$ cat src/rtl/ctrl_pipe_hazard_unit_pkg.sv
// ctrl_pipe_hazard_unit_pkg: control encodings, pipeline bundles and forwarding selects shared by the hazard unit
package ctrl_pipe_hazard_unit_pkg;
  localparam int BUNDLE_REG_W = 5;
  localparam int BUNDLE_ALUOP_W = 4;
  localparam logic [3:0] ALU_AND = 4'd0;
  localparam logic [3:0] ALU_OR = 4'd1;
  localparam logic [3:0] ALU_ADD = 4'd2;
  localparam logic [3:0] ALU_SUB = 4'd6;
  localparam logic [3:0] ALU_SLT = 4'd7;
  localparam logic [3:0] ALU_NOR = 4'd12;
  localparam logic [5:0] OP_RTYPE = 6'h00;
  localparam logic [5:0] OP_J = 6'h02;
  localparam logic [5:0] OP_JAL = 6'h03;
  localparam logic [5:0] OP_BEQ = 6'h04;
  localparam logic [5:0] OP_ADDI = 6'h08;
  localparam logic [5:0] OP_LW = 6'h23;
  localparam logic [5:0] OP_SW = 6'h2b;
  localparam logic [5:0] FN_ADD = 6'h20;
  localparam logic [5:0] FN_SUB = 6'h22;
  localparam logic [5:0] FN_AND = 6'h24;
  localparam logic [5:0] FN_OR = 6'h25;
  localparam logic [5:0] FN_SLT = 6'h2a;
  localparam logic [1:0] FWD_REG = 2'b00;
  localparam logic [1:0] FWD_MEM = 2'b10;
  localparam logic [1:0] FWD_WB = 2'b01;
  typedef struct packed {
    logic regWrite;
    logic memToReg;
    logic memRead;
    logic memWrite;
    logic branch;
    logic jump;
    logic aluSrcA;
    logic aluSrcB;
    logic jal;
    logic [BUNDLE_ALUOP_W-1:0] aluOp;
    logic [BUNDLE_REG_W-1:0] dest;
    logic [BUNDLE_REG_W-1:0] rs;
    logic [BUNDLE_REG_W-1:0] rt;
  } ctrlBundle;
  typedef struct packed {
    logic regWrite;
    logic memToReg;
    logic memRead;
    logic memWrite;
    logic jal;
    logic [BUNDLE_REG_W-1:0] dest;
  } memBundle;
  typedef struct packed {
    logic regWrite;
    logic memToReg;
    logic jal;
    logic [BUNDLE_REG_W-1:0] dest;
  } wbBundle;
  localparam ctrlBundle BUBBLE = '0;
endpackage

$ cat src/rtl/ctrl_pipe_hazard_unit_fwd_select.sv
// ctrl_pipe_hazard_unit_fwd_select: EX/MEM-over-MEM/WB forwarding priority for one EX source operand
module ctrl_pipe_hazard_unit_fwd_select import ctrl_pipe_hazard_unit_pkg::*; (
  input  logic [BUNDLE_REG_W-1:0] exSrc,
  input  logic                    memRegWrite,
  input  logic                    memMemToReg,
  input  logic [BUNDLE_REG_W-1:0] memDest,
  input  logic                    wbRegWrite,
  input  logic [BUNDLE_REG_W-1:0] wbDest,
  output logic [1:0]              fwd
);
  logic memHit;
  logic wbHit;
  always_comb begin
    memHit = memRegWrite & ~memMemToReg & (memDest != '0) & (memDest == exSrc);
    wbHit = wbRegWrite & (wbDest != '0) & (wbDest == exSrc);
    fwd = memHit ? FWD_MEM : wbHit ? FWD_WB : FWD_REG;
  end
endmodule

$ cat src/rtl/ctrl_pipe_hazard_unit.sv
// ctrl_pipe_hazard_unit: control pipeline registers with load-use stall, EX redirect flush and forwarding selects
module ctrl_pipe_hazard_unit import ctrl_pipe_hazard_unit_pkg::*; #(
  parameter int REG_AW = BUNDLE_REG_W,
  parameter int ALUOP_W = BUNDLE_ALUOP_W,
  parameter int LINK_REG = 31
) (
  input  logic               CLK,
  input  logic               RST_N,
  input  logic               ID_VALID,
  input  logic               ID_REGDST,
  input  logic               ID_JUMP,
  input  logic               ID_BRANCH,
  input  logic               ID_MEMREAD,
  input  logic               ID_MEMTOREG,
  input  logic               ID_REGWRITE,
  input  logic               ID_MEMWRITE,
  input  logic [ALUOP_W-1:0] ID_ALUOP,
  input  logic               ID_ALUSRCA,
  input  logic               ID_ALUSRCB,
  input  logic               ID_JAL,
  input  logic [REG_AW-1:0]  ID_RS,
  input  logic [REG_AW-1:0]  ID_RT,
  input  logic [REG_AW-1:0]  ID_RD,
  input  logic               BR_TAKEN_EX,
  output logic [ALUOP_W-1:0] EX_ALUOP,
  output logic               EX_ALUSRCA,
  output logic               EX_ALUSRCB,
  output logic               EX_BRANCH,
  output logic               EX_JUMP,
  output logic [REG_AW-1:0]  EX_RS,
  output logic [REG_AW-1:0]  EX_RT,
  output logic [1:0]         FWD_A,
  output logic [1:0]         FWD_B,
  output logic               MEM_MEMREAD,
  output logic               MEM_MEMWRITE,
  output logic               WB_REGWRITE,
  output logic               WB_MEMTOREG,
  output logic               WB_JAL,
  output logic [REG_AW-1:0]  WB_DEST,
  output logic               PC_WE,
  output logic               IFID_WE,
  output logic               IFID_FLUSH
);
  ctrlBundle idBundle;
  ctrlBundle ex;
  memBundle mem;
  wbBundle wb;
  logic [BUNDLE_REG_W-1:0] idDest;
  logic stall;
  logic redirect;
  always_comb begin
    idDest = ID_JAL ? BUNDLE_REG_W'(LINK_REG) : ID_REGDST ? ID_RD : ID_RT;
    idBundle = ID_VALID ? '{
      regWrite: ID_REGWRITE & (idDest != '0),
      memToReg: ID_MEMTOREG,
      memRead: ID_MEMREAD,
      memWrite: ID_MEMWRITE,
      branch: ID_BRANCH,
      jump: ID_JUMP,
      aluSrcA: ID_ALUSRCA,
      aluSrcB: ID_ALUSRCB,
      jal: ID_JAL,
      aluOp: ID_ALUOP,
      dest: idDest,
      rs: ID_RS,
      rt: ID_RT
    } : BUBBLE;
    stall = ex.memRead & (ex.dest != '0) & ((ex.dest == ID_RS) | (ex.dest == ID_RT)) & ID_VALID;
    redirect = ex.jump | (ex.branch & BR_TAKEN_EX);
  end
  always_ff @(posedge CLK or negedge RST_N) begin
    if (!RST_N) begin
      ex <= BUBBLE;
      mem <= '0;
      wb <= '0;
    end else begin
      ex <= (stall | redirect) ? BUBBLE : idBundle;
      mem <= '{regWrite: ex.regWrite, memToReg: ex.memToReg, memRead: ex.memRead,
               memWrite: ex.memWrite, jal: ex.jal, dest: ex.dest};
      wb <= '{regWrite: mem.regWrite, memToReg: mem.memToReg, jal: mem.jal, dest: mem.dest};
    end
  end
  ctrl_pipe_hazard_unit_fwd_select fwdA (
    .exSrc(ex.rs), .memRegWrite(mem.regWrite), .memMemToReg(mem.memToReg), .memDest(mem.dest),
    .wbRegWrite(wb.regWrite), .wbDest(wb.dest), .fwd(FWD_A)
  );
  ctrl_pipe_hazard_unit_fwd_select fwdB (
    .exSrc(ex.rt), .memRegWrite(mem.regWrite), .memMemToReg(mem.memToReg), .memDest(mem.dest),
    .wbRegWrite(wb.regWrite), .wbDest(wb.dest), .fwd(FWD_B)
  );
  // redirect overrides a coincident stall so the wrong-path fetch is discarded, not held
  assign PC_WE = RST_N & (redirect | ~stall);
  assign IFID_WE = RST_N & (redirect | ~stall);
  assign IFID_FLUSH = ~RST_N | redirect;
  assign EX_ALUOP = ex.aluOp;
  assign EX_ALUSRCA = ex.aluSrcA;
  assign EX_ALUSRCB = ex.aluSrcB;
  assign EX_BRANCH = ex.branch;
  assign EX_JUMP = ex.jump;
  assign EX_RS = ex.rs;
  assign EX_RT = ex.rt;
  assign MEM_MEMREAD = mem.memRead;
  assign MEM_MEMWRITE = mem.memWrite;
  assign WB_REGWRITE = wb.regWrite;
  assign WB_MEMTOREG = wb.memToReg;
  assign WB_JAL = wb.jal;
  assign WB_DEST = wb.dest;
endmodule

$ cat config.mk
export PLATFORM = sky130hd
export DESIGN_NAME = ctrl_pipe_hazard_unit
export DESIGN_NICKNAME = d
export VERILOG_FILES = /design/src/rtl/ctrl_pipe_hazard_unit_pkg.sv /design/src/rtl/ctrl_pipe_hazard_unit_fwd_select.sv /design/src/rtl/ctrl_pipe_hazard_unit.sv
export SDC_FILE = /design/constraint.sdc
export NUM_CORES = 1
export LEC_CHECK = 0
export BUFFER_PORTS_ARGS = -buffer_cell sky130_fd_sc_hd__buf_2
export CAP_MARGIN = 20
export CORE_MARGIN = 5
export CORE_UTILIZATION = 50
export DETAILED_ROUTE_END_ITERATION = 7
export PLACE_DENSITY = 0.81
export SLEW_MARGIN = 20
export SYNTH_ARGS = -nofsm -noshare
export SYNTH_HDL_FRONTEND = slang
export SYNTH_SLANG_ARGS = --single-unit
$ cat constraint.sdc
create_clock -name CLK -period 1.68 [get_ports CLK]
set_input_delay 0 -clock CLK [delete_from_list [all_inputs] [get_ports CLK]]
set_output_delay 0 -clock CLK [all_outputs]
set_load 0.1 [all_outputs]
After elaboration in Yosys (flattened, before gate mapping)
Cells that the tools add are included.
- bitwise gates (word level): 21
- equal/unequal tests: 6
- multipliers: 0
- reductions and logical operators: 4
- magnitude comparators: 0
- add/sub/neg operators: 0
- div/mod/pow operators: 0
- multiplexer cells: 8
- shift operators: 0
- operator list (cell ; number):
    28-bit two-way mux ; 2
    5-bit equality test ; 6
    5-bit nonzero test ; 4
    1-bit AND ; 13
    5-bit two-way mux ; 2
    1-bit OR ; 5
    2-bit two-way mux ; 2
    1-bit NOT ; 3
    1-bit two-way mux ; 2
- output and inout bits: 35
- bits in writable memories: 0
- register bits: 46
- ROM bits: 0
- memories: 0
- latch bits: 0
- word-level logic and storage cells: 62
- input port bits: 33

Depth between registers and ports, before layout
Gate-level depths: netlist (run 1).
- word-level depth: 7
- mapped depth: 6
- mapped depth without buffers: 4

By module
From an unflattened synthesis (run 1), not the netlist that was laid out.
- cell total of the unflattened synthesis: 204
- area, all modules: 2217.1 µm²
- modules (own cells, without submodules) (module ; cells an instance ; instances ; area each (µm²) ; sequential area each (µm²)):
    ctrl_pipe_hazard_unit ; 160 ; 1 ; 1879.3 ; 1151.1
    ctrl_pipe_hazard_unit_fwd_select ; 22 ; 2 ; 168.9 ; 0.0

Worst setup path after synthesis (run 1)
No wires, ideal clock.
- kind: reg2out
- from: register ex, in the netlist EX_BRANCH
- to: output port PC_WE
- path slack: -1924 ps
- arrival time: 3604 ps
- buffers on the path: 2
- stages on the path, launching flop included: 5
- required time: 1680 ps
- cells stage by stage: dfrtp_1 -> a21oi_1 -> clkbuf_1 -> a31oi_1 -> buf_4
- cells in the longest elaborated chain, start to end: 4
- RTL lines (item ; RTL line ; source):
    start: declaration ; ctrl_pipe_hazard_unit.sv:45 ; ctrlBundle ex;
    start signal: assignment ; ctrl_pipe_hazard_unit.sv:77 ; ex <= (stall | redirect) ? BUBBLE : idBundle;
    1-bit AND ; ctrl_pipe_hazard_unit.sv:69 ; redirect = ex.jump | (ex.branch & BR_TAKEN_EX);
    1-bit OR ; ctrl_pipe_hazard_unit.sv:69 ;
    1-bit OR ; - ;
    1-bit AND ; - ;
    end: declaration ; ctrl_pipe_hazard_unit.sv:40 ; output logic PC_WE,
Every way passes these cells.

Worst setup path in the final report (run 1)
- from: register wb, in the netlist WB_DEST[3]
- to: output port FWD_B[0]
- cells in the longest elaborated chain, start to end: 5
- elaborated cells between the ends (all ways): 6
- those cells by class: 1 x eq/ne; 2 x mux; 2 x bitwise; 1 x reduce/logical
- RTL lines (item ; RTL line ; source):
    start: declaration ; ctrl_pipe_hazard_unit.sv:47 ; wbBundle wb;
    start signal: assignment ; ctrl_pipe_hazard_unit.sv:80 ; wb <= '{regWrite: mem.regWrite, memToReg: mem.memToReg, jal: mem.jal, dest: mem.dest};
    5-bit nonzero test ; ctrl_pipe_hazard_unit_fwd_select.sv:15 ; wbHit = wbRegWrite & (wbDest != '0) & (wbDest == exSrc);
    1-bit AND ; ctrl_pipe_hazard_unit_fwd_select.sv:15 ;
    1-bit AND (*) ; ctrl_pipe_hazard_unit_fwd_select.sv:15 ;
    1-bit two-way mux (*) ; ctrl_pipe_hazard_unit_fwd_select.sv:16 ; fwd = memHit ? FWD_MEM : wbHit ? FWD_WB : FWD_REG;
    2-bit two-way mux (*) ; ctrl_pipe_hazard_unit_fwd_select.sv:16 ;
    end: declaration ; ctrl_pipe_hazard_unit.sv:33 ; output logic [1:0] FWD_B,
Every way passes the cells marked *; elsewhere a longest branch is shown, timed or not.

==> impl_metrics.py, run 1 <==
metrics = {
    "logic_synthesis": {
        "synth.avg_cell_area_um2": 11.1,
        "yosys-top-cells-area": "dfrtp_1 53%, xnor2_1 6.5%, nand3_1 6.0%",
        "yosysUniqueCellTypes": 25,
        "yosysMostFrequentCell": "dfrtp_1",
        "seq_area_frac_synth_pct": 53.3,
        "yosysTopAreaCellShare_pct": 53.3,
        "ys_ff_latch": 46,
        "yosysWarnings": 0,
        "ys_top_cells_by_count": "46 x dfrtp_1, 26 x nand3_1, 17 x buf_4, 16 x xnor2_1, 14 x xor2_1",
        "synth_edf_count": 0,
        "syn_inst": 195,
        "synth_async_sr_flop_share_pct": 100,
        "synth_nets": 228,
        "synth_top_area_cell": "dfrtp_1",
        "synth_area_um2": 2160,
        "synth_flop_cell": "dfrtp_1",
    },
    "power_and_ir_drop": {
        "p_per_area_nw_per_um2": 917,
        "p_leak_nw": 1.52,
        "power_mw": 2.98,
        "ir_worst_vdd_uv": 506,
    },
    "setup_path": {
        "critPathArrivalTime_ns": 2.00,
        "cp.required_ns": 1.68,
        "crit_path_end_kind": "output pin",
        "crit_fanout": 3,
        "worstSetupPathType": "register to output pin",
        "cp-start-kind": "register",
    },
    "sta": {
        "max_slew_margin_pct": 66.8,
        "setup_viol": 16,
        "tightest_slew_ns": 0.501,
        "fin_crit_sh_pct": 119,
        "post-route-min-period_ns": 2.00,
        "fin_tns_setup_ns": -1.46,
        "hold_slack_ns": 0.0182,
        "rsz0062_at_grt": "true",
        "skew_ns": 0.00748,
        "report.final.slew_viol_count": 0,
        "fin_ws_ns": -0.317,
        "fmax_ghz": 0.501,
        "finalHoldViolCount": 0,
    },
    "clock_tree": {
        "root_buffer": "clkbuf_8",
        "cts.path.max_buffers": 2,
        "path_clk_slew_ns": 0.08,
        "cts_made_buffers": 5,
        "cts.htree.levels": 2,
        "insertion_delay_ns": 0.30,
        "cts_sinks": 46,
        "cts_tree": "done",
    },
    "final_layout": {
        "final_nets": 325,
        "drive_gt1_share_pct": 50.9,
        "insertedDiodeCount": 0,
        "fillers": 245,
        "final_cell_count_no_fill": 343,
        "area_growth_pct": 50.3,
    },
    "floorplanning": {
        "fp.dieArea_um2": 5730,
        "fp.coreArea_um2": 4090,
        "rows": 23,
        "die_w_um": 75.7,
        "num_io_pins": 68,
        "dieHeight_um": 75.7,
        "initial_utilization_pct": 52.8,
    },
    "global_routing": {
        "grt_pass1_vias": 1887,
        "grt-ovfl-total": 0,
        "grt_pass1_wl_um": 8930,
        "grt_antenna_before_repair": 0,
        "track_usage_pct": 21.2,
        "grt_max_degree": 35,
    },
    "drt": {
        "wl_um": 5680,
        "viasPerCell": 5.33,
        "drt_pass1_iterations": 4,
        "drc": 0,
        "antenna_left": 0,
        "drt-initial-drc-count": 88,
        "num_vias": 1829,
        "wire_per_inst_um": 16.6,
    },
    "placed_design": {
        "placement.io_buffers": 67,
        "gp_congestion": 0.836,
        "dp.cells": 302,
        "hpwl_um": 3600,
    },
    "job": {
        "maxCapViolCount": 0,
    },
    "hold_path": {
        "hold_path_class": "input pin to register",
    },
    "run_status": {
        "status": "finished, violations left",
        "violations": "negative setup slack",
    },
}
## power breakdown
part / internal (mW) / leakage [nW] / switching [mW] / total, mW
registers: 1.19 / 0.589 / 0.0625 / 1.25
clock network: 0.377 / 0.0544 / 0.357 / 0.734
logic: 0.312 / 0.879 / 0.679 / 0.991
total: 1.88 / 1.52 / 1.10 / 2.98
## state kept, by name, summed over array words and instances, names as in the netlist, 4 cells and up
name      cells
ex           10
EX_ALUOP      4
EX_RT         5
EX_RS         5
WB_DEST       5
mem           8
## worst max-delay path, stage by stage (launching register included)
cell and delay [ns]:
dfrtp_4 0.50, buf_4 0.14, or4_1 0.51, o21ai_2 0.17, or4_4 0.16, nor4_4 0.04
buf_12 0.18
## layout make-up
type                            instances  area (µm²)  share of cell area (%)
Clock buffer                            7        96.3                    2.97
Clock inverter                          1        8.76                   0.270
Inverter                                1        3.75                   0.116
Multi-Input combinational cell        120        1010                    31.0
Sequential cell                        46        1170                    36.2
Tap cell                               50        62.6                    1.93
Timing Repair Buffer                  118         893                    27.5
## kinds of logic after synthesis
group,share of synthesized area (%)
simple gates,13.0
flops,53.3
compound gates,12.6
xor+xnor,12.2
buf+inv,8.87
## per-layer routing
metal | wire [µm] | track usage, % | share of wire [%] | vias to the layer above
met5 | 0 | 0 | 0 | -
li1 | - | - | - | 866
met2 | 3090 | 39.6 | 54 | 72
met1 | 2110 | 23.1 | 37 | 881
met4 | 100 | 8.54 | 1.8 | 0
met3 | 383 | 4.75 | 6.7 | 10
## placed cells by master (no fill, tap or decap), types with 6 or more instances in the layout
cell type	count
buf_2	61
dfrtp_1	38
nand3_1	26
buf_4	24
dlygate4sd3_1	23
a21oi_2	15
xnor2_1	14
xor2_1	14
clkbuf_8	7
buf_12	7
nor2b_1	6
a21oi_1	6
## worst paths after layout
kind,slack [ns],endpoint,from,cells past startpoint
worst max-delay path,-0.32,FWD_B[0],WB_DEST[3]$_DFF_PN0_,6
worst min-delay path,0.02,ex[19]$_DFF_PN0_,ID_JAL,3
worst max register to register,-0.07,EX_RT[0]$_DFF_PN0_,ex[12]$_DFF_PN0_,6
worst min register to register,0.35,mem[8]$_DFF_PN0_,ex[26]$_DFF_PN0_,0
max in group asynchronous,0.75,WB_DEST[0]$_DFF_PN0_,RST_N,3
min in group asynchronous,0.17,EX_ALUSRCA$_DFF_PN0_,RST_N,2
## per-stage QoR
stage	instance area [µm²]	utilization, %	setup WS, ns
after global routing	3240	79.4	-0.426
final	3240	79.4	-0.317
after floorplan	2230	-	-0.727
after CTS	3140	76.9	-0.373
after global placement	2690	65.7	-0.0338
after detailed placement	2690	65.7	-0.0682
## repair_timing
item                       4_1_cts  5_1_grt
hold endpoints to repair        33        0
resized for setup               15       13
pin swaps                        8        6
hold buffers                    23        0
setup endpoints to repair       10       23
setup buffers                    6        5
Power figures use the tool's default switching activity.
==> inputs of run 2 (changes only) <==
--- a/config.mk
+++ b/config.mk
@@ -5,7 +5,7 @@
 export SDC_FILE = /design/constraint.sdc
 export NUM_CORES = 1
 export LEC_CHECK = 0
-export BUFFER_PORTS_ARGS = -buffer_cell sky130_fd_sc_hd__buf_2
+export BUFFER_PORTS_ARGS = -buffer_cell sky130_fd_sc_hd__buf_4
 export CAP_MARGIN = 20
 export CORE_MARGIN = 5
 export CORE_UTILIZATION = 50
==> run 2 against run 1 <==
  * The run still ends with negative setup slack left
  * Worst setup slack worse by 0.075 ns
  * Hold slack got worse by 0.014 ns
  * Critical path type unchanged
  * Sequential power is essentially flat
  * Non-clock buffer count did not move
  * Combinational power rose by 11%
  * Global-route usage increased by 2.9 points
  * Die area did not move
  * Wire length increased by 17%
  * First-iteration DRC count is 6.8% higher
  * Largest power group unchanged
  * Final area grew 7.1%
  * Flip-flop and latch count unchanged
==> impl_metrics.py, run 2 (same netlist as run 1, synthesis figures left out) <==
metrics = {
    "floorplanning": {
        "die_w_um": 75.7,
        "rows": 23,
        "fp.dieArea_um2": 5730,
        "num_io_pins": 68,
        "dieHeight_um": 75.7,
        "initial_utilization_pct": 52.8,
        "fp.coreArea_um2": 4090,
    },
    "clock_tree": {
        "insertion_delay_ns": 0.31,
        "cts_sinks": 46,
        "cts_tree": "done",
        "path_clk_slew_ns": 0.09,
        "cts_made_buffers": 5,
        "root_buffer": "clkbuf_8",
        "cts.path.max_buffers": 2,
        "cts.htree.levels": 2,
    },
    "setup_path": {
        "critPathArrivalTime_ns": 2.07,
        "crit_path_end_kind": "output pin",
        "worstSetupPathType": "register to output pin",
        "r2r.worst_path.cells": 5,
        "reg2reg_slack_ns": 0,
        "crit_fanout": 2,
        "cp-start-kind": "register",
        "r2r_end": "ex[12]$_DFF_PN0_",
        "worstReg2RegStart": "ex[10]$_DFF_PN0_",
        "cp.required_ns": 1.68,
    },
    "placed_design": {
        "gp_congestion": 0.845,
        "pre_cts_ws_ns": -0.122,
        "placement.io_buffers": 67,
        "place_area_um2": 2810,
        "hpwl_um": 3820,
    },
    "power_and_ir_drop": {
        "p_per_area_nw_per_um2": 879,
        "ir_worst_vdd_uv": 652,
        "power_mw": 3.05,
        "p_leak_nw": 1.56,
    },
    "final_layout": {
        "post-route-cell-area_um2": 3470,
        "drive_gt1_share_pct": 53.6,
        "insertedDiodeCount": 0,
        "final_nets": 325,
        "mostFrequentLayoutCell": "buf_4",
        "largest_register_ffs": 10,
        "utilization_pct": 85.0,
        "reg_top3": "ex x10, mem x8",
        "fillers": 201,
        "area_growth_pct": 60.9,
        "top_register": "ex",
        "final_cell_mix": "81 x buf_4, 38 x dfrtp_1, 24 x nand3_1",
    },
    "global_routing": {
        "grt_pass1_vias": 1981,
        "grt-ovfl-total": 0,
        "track_usage_pct": 24.1,
        "grt_antenna_before_repair": 0,
        "grt_max_degree": 41,
        "grt_pass1_wl_um": 9880,
    },
    "drt": {
        "drc": 0,
        "wl_um": 6670,
        "viasPerCell": 5.62,
        "num_vias": 1928,
        "antenna_left": 0,
        "drt-initial-drc-count": 94,
        "wire_per_inst_um": 19.4,
        "drt_pass1_iterations": 4,
    },
    "sta": {
        "fin_crit_sh_pct": 123,
        "rsz0062_at_grt": "true",
        "report.final.slew_viol_count": 0,
        "max_slew_margin_pct": 67.9,
        "fmax_ghz": 0.483,
        "tightest_slew_ns": 0.481,
        "post-route-min-period_ns": 2.07,
        "fin_ws_ns": -0.392,
        "finalHoldViolCount": 0,
        "skew_ns": 0.00564,
        "setup_viol": 6,
    },
    "hold_path": {
        "hp-start": "ID_JAL",
        "hold-path-endpoint": "ex[19]$_DFF_PN0_",
        "hold_path_class": "input pin to register",
        "min_path_cells": 3,
    },
    "run_status": {
        "status": "finished, violations left",
        "violations": "negative setup slack",
    },
    "job": {
        "maxCapViolCount": 0,
    },
}
[run 2: cell types whose count changed in the layout (fill, tap and decap cells not counted), moves of 2 or more]
| cell | before | now |
|---|---|---|
| nand3_1 | 26 | 24 |
| buf_4 | 24 | 81 |
| nand3_2 | 0 | 2 |
| a21oi_2 | 15 | 17 |
| nor4_4 | 2 | 4 |
| a21oi_1 | 6 | 1 |
| a21oi_4 | 2 | 5 |
| buf_6 | 2 | 8 |
| buf_2 | 61 | 0 |
| nor4_2 | 2 | 0 |
| clkbuf_8 | 7 | 5 |
[run 2: critical path, cell delays in order (launching register included)]
cell	delay, ns
dfrtp_1	0.42
or4_4	0.57
o21ai_4	0.21
nor4_4	0.09
nor4_4	0.23
buf_6	0.26
[run 2: how the worst max path moves through the flow]
stage                              start       end  slack [ns]  cells after the start
floorplan           WB_DEST[3]$_DFF_PN0_  FWD_B[0]       -0.73                      3
global placement        mem[0]$_DFF_PN0_  FWD_A[0]       -0.09                      5
detailed placement      mem[0]$_DFF_PN0_  FWD_A[0]       -0.12                      5
CTS                 WB_DEST[2]$_DFF_PN0_  FWD_A[0]       -0.39                      4
global route            mem[2]$_DFF_PN0_  FWD_B[0]       -0.47                      5
finish                  mem[2]$_DFF_PN0_  FWD_B[0]       -0.39                      5
[run 2: timing repair]
item	in CTS	in global routing
hold endpoints to repair	68	0
endpoints found under the setup margin	6	34
pin swaps	13	11
hold buffers	23	0
setup buffers	5	2
resized for setup	32	29
[run 2: layout make-up]
type,instances,area (µm²),area share [%]
tap,50,62.6,1.80
multi-input combinational,120,1090,31.5
inverter,1,3.75,0.108
clock buffer,5,68.8,1.98
sequential,46,1170,33.8
clock inverter,3,21.3,0.612
timing repair buffer,118,1050,30.2
[run 2: metal layers]
layer  up-vias  share of wire [%]  GRT usage, %
li1        858                  -             -
met1       955                 34          25.5
met2        94                 56          46.3
met3        21                6.6          5.41
met4         0                3.0          8.54
met5         -                  0             0
[run 2: per-stage QoR]
step / setup TNS (ns) / cells / hold WS, ns
2_1_floorplan: -2.16 / 195 / -0.296
3_3_place_gp: -0.197 / 308 / -0.169
3_5_place_dp: -0.414 / 308 / -0.170
4_1_cts: -1.45 / 344 / 0.0121
5_1_grt: -2.73 / 343 / -0.00560
6_report: -1.68 / 343 / 0.00461
[run 2: power breakdown]
| part | internal [mW] | switching (mW) | leakage, nW |
|---|---|---|---|
| clock network | 0.293 | 0.404 | 0.0441 |
| registers | 1.19 | 0.0713 | 0.589 |
| logic | 0.372 | 0.723 | 0.924 |
| total | 1.86 | 1.20 | 1.56 |
==> inputs of run 3 (changes only) <==
--- a/config.mk
+++ b/config.mk
@@ -5,12 +5,13 @@
 export SDC_FILE = /design/constraint.sdc
 export NUM_CORES = 1
 export LEC_CHECK = 0
+export ABC_AREA = 1
 export BUFFER_PORTS_ARGS = -buffer_cell sky130_fd_sc_hd__buf_4
 export CAP_MARGIN = 20
 export CORE_MARGIN = 5
 export CORE_UTILIZATION = 50
 export DETAILED_ROUTE_END_ITERATION = 7
-export PLACE_DENSITY = 0.81
+export PLACE_DENSITY = 0.82
 export SLEW_MARGIN = 20
 export SYNTH_ARGS = -nofsm -noshare
 export SYNTH_HDL_FRONTEND = slang
==> run 3 against run 2 <==
  * The run still ends with negative setup slack left
  * Flip-flop and latch count did not move
  * Count of clock-buffer cells in the layout is the same
  * Clock power up 15%
  * Utilization decreased by 9.7 points
  * First-iteration DRC count fell by 54%
  * Final area fell by 11%
  * Power decreased by 3.3%
  * Sequential share of layout area grew 4.3 points
  * Critical endpoint is now IFID_WE
  * Highest routed layer unchanged
==> impl_metrics.py, run 3 <==
metrics = {
    "run_status": {
        "status": "finished, violations left",
        "violations": "negative setup slack",
    },
    "setup_path": {
        "critPathArrivalTime_ns": 1.73,
        "critical_path.most_common_cell": "nand2_2",
        "r2r.worst_path.cells": 8,
        "cp-start-kind": "register",
        "critPathSlowestCell": "dfrtp_1",
        "crit_path_end_kind": "output pin",
        "reg2reg_slack_ns": 0.08,
        "crit_fanout": 4,
        "worstReg2RegStart": "ex[13]$_DFF_PN0_",
        "cp_slowest_stage_delay_ns": 0.43,
        "path_cells": "buf_4 > xnor2_1 > nand3_1 > nand2_2 > nand3_2 > nand2_2 > clkinvlp_4 > buf_12",
        "cp.required_ns": 1.68,
        "r2r_end": "ex[25]$_DFF_PN0_",
        "worstSetupPathType": "register to output pin",
    },
    "clock_tree": {
        "cts.path.max_buffers": 2,
        "cts_made_buffers": 5,
        "cts_sinks": 46,
        "path_clk_slew_ns": 0.08,
        "root_buffer": "clkbuf_8",
        "cts.htree.levels": 2,
        "cts_tree": "done",
        "insertion_delay_ns": 0.29,
    },
    "hold_path": {
        "hold_path_class": "input pin to register",
        "min_path_cells": 3,
        "hold-path-endpoint": "EX_ALUOP[1]$_DFF_PN0_",
        "hp-start": "ID_VALID",
    },
    "drt": {
        "viasPerCell": 4.62,
        "wire_per_inst_um": 13.5,
        "antenna_left": 0,
        "wl_um": 5070,
        "drt_pass1_iterations": 4,
        "drt-initial-drc-count": 43,
        "num_vias": 1728,
        "drc": 0,
    },
    "logic_synthesis": {
        "yosys.area_share.xor_xnor_pct": 9.01,
        "synth_edf_count": 0,
        "ys_ff_latch": 46,
        "seq_area_frac_synth_pct": 53.8,
        "synth_flop_cell": "dfrtp_1",
        "synth_nets": 276,
        "syn_inst": 243,
        "synth_async_sr_flop_share_pct": 100,
        "synthMuxAreaShare_pct": 0,
        "synth-simple-area-share_pct": 25.6,
        "yosysUniqueCellTypes": 20,
        "yosysWarnings": 0,
        "synth_compound_area_share_pct": 0.468,
        "yosysTopAreaCellShare_pct": 53.8,
        "yosys-top-cells-area": "dfrtp_1 54%, nand2_1 11%, nor2_1 7.2%",
        "synth_area_um2": 2140,
        "synth.avg_cell_area_um2": 8.80,
        "synth_fa_ha_area_share_pct": 0,
        "synth_top_family_by_area": "simple AND/OR/NAND/NOR gates",
        "synth_top_area_cell": "dfrtp_1",
        "yosysMostFrequentCell": "nand2_1",
        "ys_top_cells_by_count": "62 x nand2_1, 46 x dfrtp_1, 41 x nor2_1, 19 x inv_1, 17 x buf_4",
    },
    "power_and_ir_drop": {
        "p_per_area_nw_per_um2": 960,
        "ir_worst_vdd_uv": 649,
        "power_mw": 2.95,
        "p_leak_nw": 1.58,
    },
    "final_layout": {
        "final_nets": 356,
        "final_cell_mix": "65 x buf_4, 59 x nand2_1, 37 x nor2_1",
        "largest_register_ffs": 10,
        "insertedDiodeCount": 0,
        "drive_gt1_share_pct": 34.9,
        "multi_input_comb_area_um2": 821,
        "post-route-cell-area_um2": 3080,
        "utilization_pct": 75.3,
        "area_growth_pct": 43.9,
        "reg_top3": "ex x10, mem x8",
        "fillers": 289,
        "register_area_um2": 1170,
        "top_register": "ex",
        "mostFrequentLayoutCell": "buf_4",
    },
    "placed_design": {
        "hpwl_um": 3420,
        "pre_cts_ws_ns": 0.181,
        "placement.io_buffers": 67,
        "gp_congestion": 0.826,
        "place_area_um2": 2590,
    },
    "sta": {
        "fin_crit_sh_pct": 103,
        "tightest_slew_ns": 0.777,
        "setup_viol": 2,
        "finalHoldViolCount": 0,
        "post-route-min-period_ns": 1.73,
        "report.final.slew_viol_count": 0,
        "fmax_ghz": 0.579,
        "max_slew_margin_pct": 48.0,
        "fin_ws_ns": -0.0480,
        "rsz0062_at_grt": "true",
        "fin_tns_setup_ns": -0.0952,
        "skew_ns": 0.00461,
    },
    "global_routing": {
        "grt_antenna_before_repair": 0,
        "grt_max_degree": 31,
        "track_usage_pct": 18.7,
        "grt_pass1_vias": 1818,
        "grt_pass1_wl_um": 8090,
        "grt-ovfl-total": 0,
    },
    "floorplanning": {
        "dieHeight_um": 75.4,
        "die_w_um": 75.4,
        "rows": 23,
        "fp.dieArea_um2": 5680,
        "fp.coreArea_um2": 4090,
        "num_io_pins": 68,
        "initial_utilization_pct": 52.3,
    },
    "job": {
        "maxCapViolCount": 0,
    },
}
-- run 3: stage by stage --
step,std cells,hold WS [ns]
floorplan,243,-0.296
global placement,339,-0.121
detailed placement,339,-0.113
CTS,371,0.0653
global route,374,0.0874
finish,374,0.0810
-- run 3: kinds of logic (layout without fill, tap and decap cells) --
kind of cell / Yosys count / after routing
xor gates and xnor gates: 22 / 22
and+or+nand+nor: 131 / 131
DFF: 46 / 46
AOI/OAI and AO/OA: 2 / 2
buffers and inverters: 42 / 123
-- run 3: report_power, final --
part	internal [mW]	leakage [nW]	switching (mW)	total [mW]
Sequential	1.19	0.585	0.0765	1.26
Combinational	0.275	0.939	0.613	0.888
Clock	0.445	0.0585	0.356	0.801
-- run 3: how the worst max path moves through the flow --
stage                                   start  cells past startpoint       end
after floorplan           EX_BRANCH$_DFF_PN0_                      5     PC_WE
after global routing         ex[13]$_DFF_PN0_                      8   IFID_WE
after CTS                    ex[10]$_DFF_PN0_                      9   IFID_WE
final                        ex[13]$_DFF_PN0_                      8   IFID_WE
after global placement       mem[4]$_DFF_PN0_                      5  FWD_B[1]
after detailed placement     mem[0]$_DFF_PN0_                      4  FWD_A[1]
-- run 3: final cells by class --
class / instances / area share (%)
inverter: 20 / 2.56
timing repair buffer: 95 / 27.0
sequential: 46 / 38.1
multi-input combinational: 155 / 26.7
clock buffer: 5 / 2.24
clock inverter: 3 / 1.42
tap: 50 / 2.03
-- run 3: metal layers --
| layer | GRT usage (%) | routed length, µm | up-vias |
|---|---|---|---|
| met5 | 0 | 0 | - |
| met4 | 5.44 | 49 | 0 |
| met3 | 3.30 | 286 | 5 |
| met2 | 34.4 | 2790 | 51 |
| met1 | 22.4 | 1940 | 791 |
| li1 | - | - | 881 |
-- run 3: what timing repair did --
action                                  4_1_cts  5_1_grt
endpoints found under the setup margin        6        6
hold endpoints to repair                     69        0
gates resized for setup                       5       26
pin swaps                                     0       13
hold buffers                                 24        0
buffers inserted                              0        3
-- run 3: worst max-delay path: cells and delay by family, from the launching register on --
kind                      cells  cell delay [ns]
DFF                           1             0.43
xor gates and xnor gates      1             0.14
and+or+nand+nor               4             0.39
buffers and inverters         3             0.45
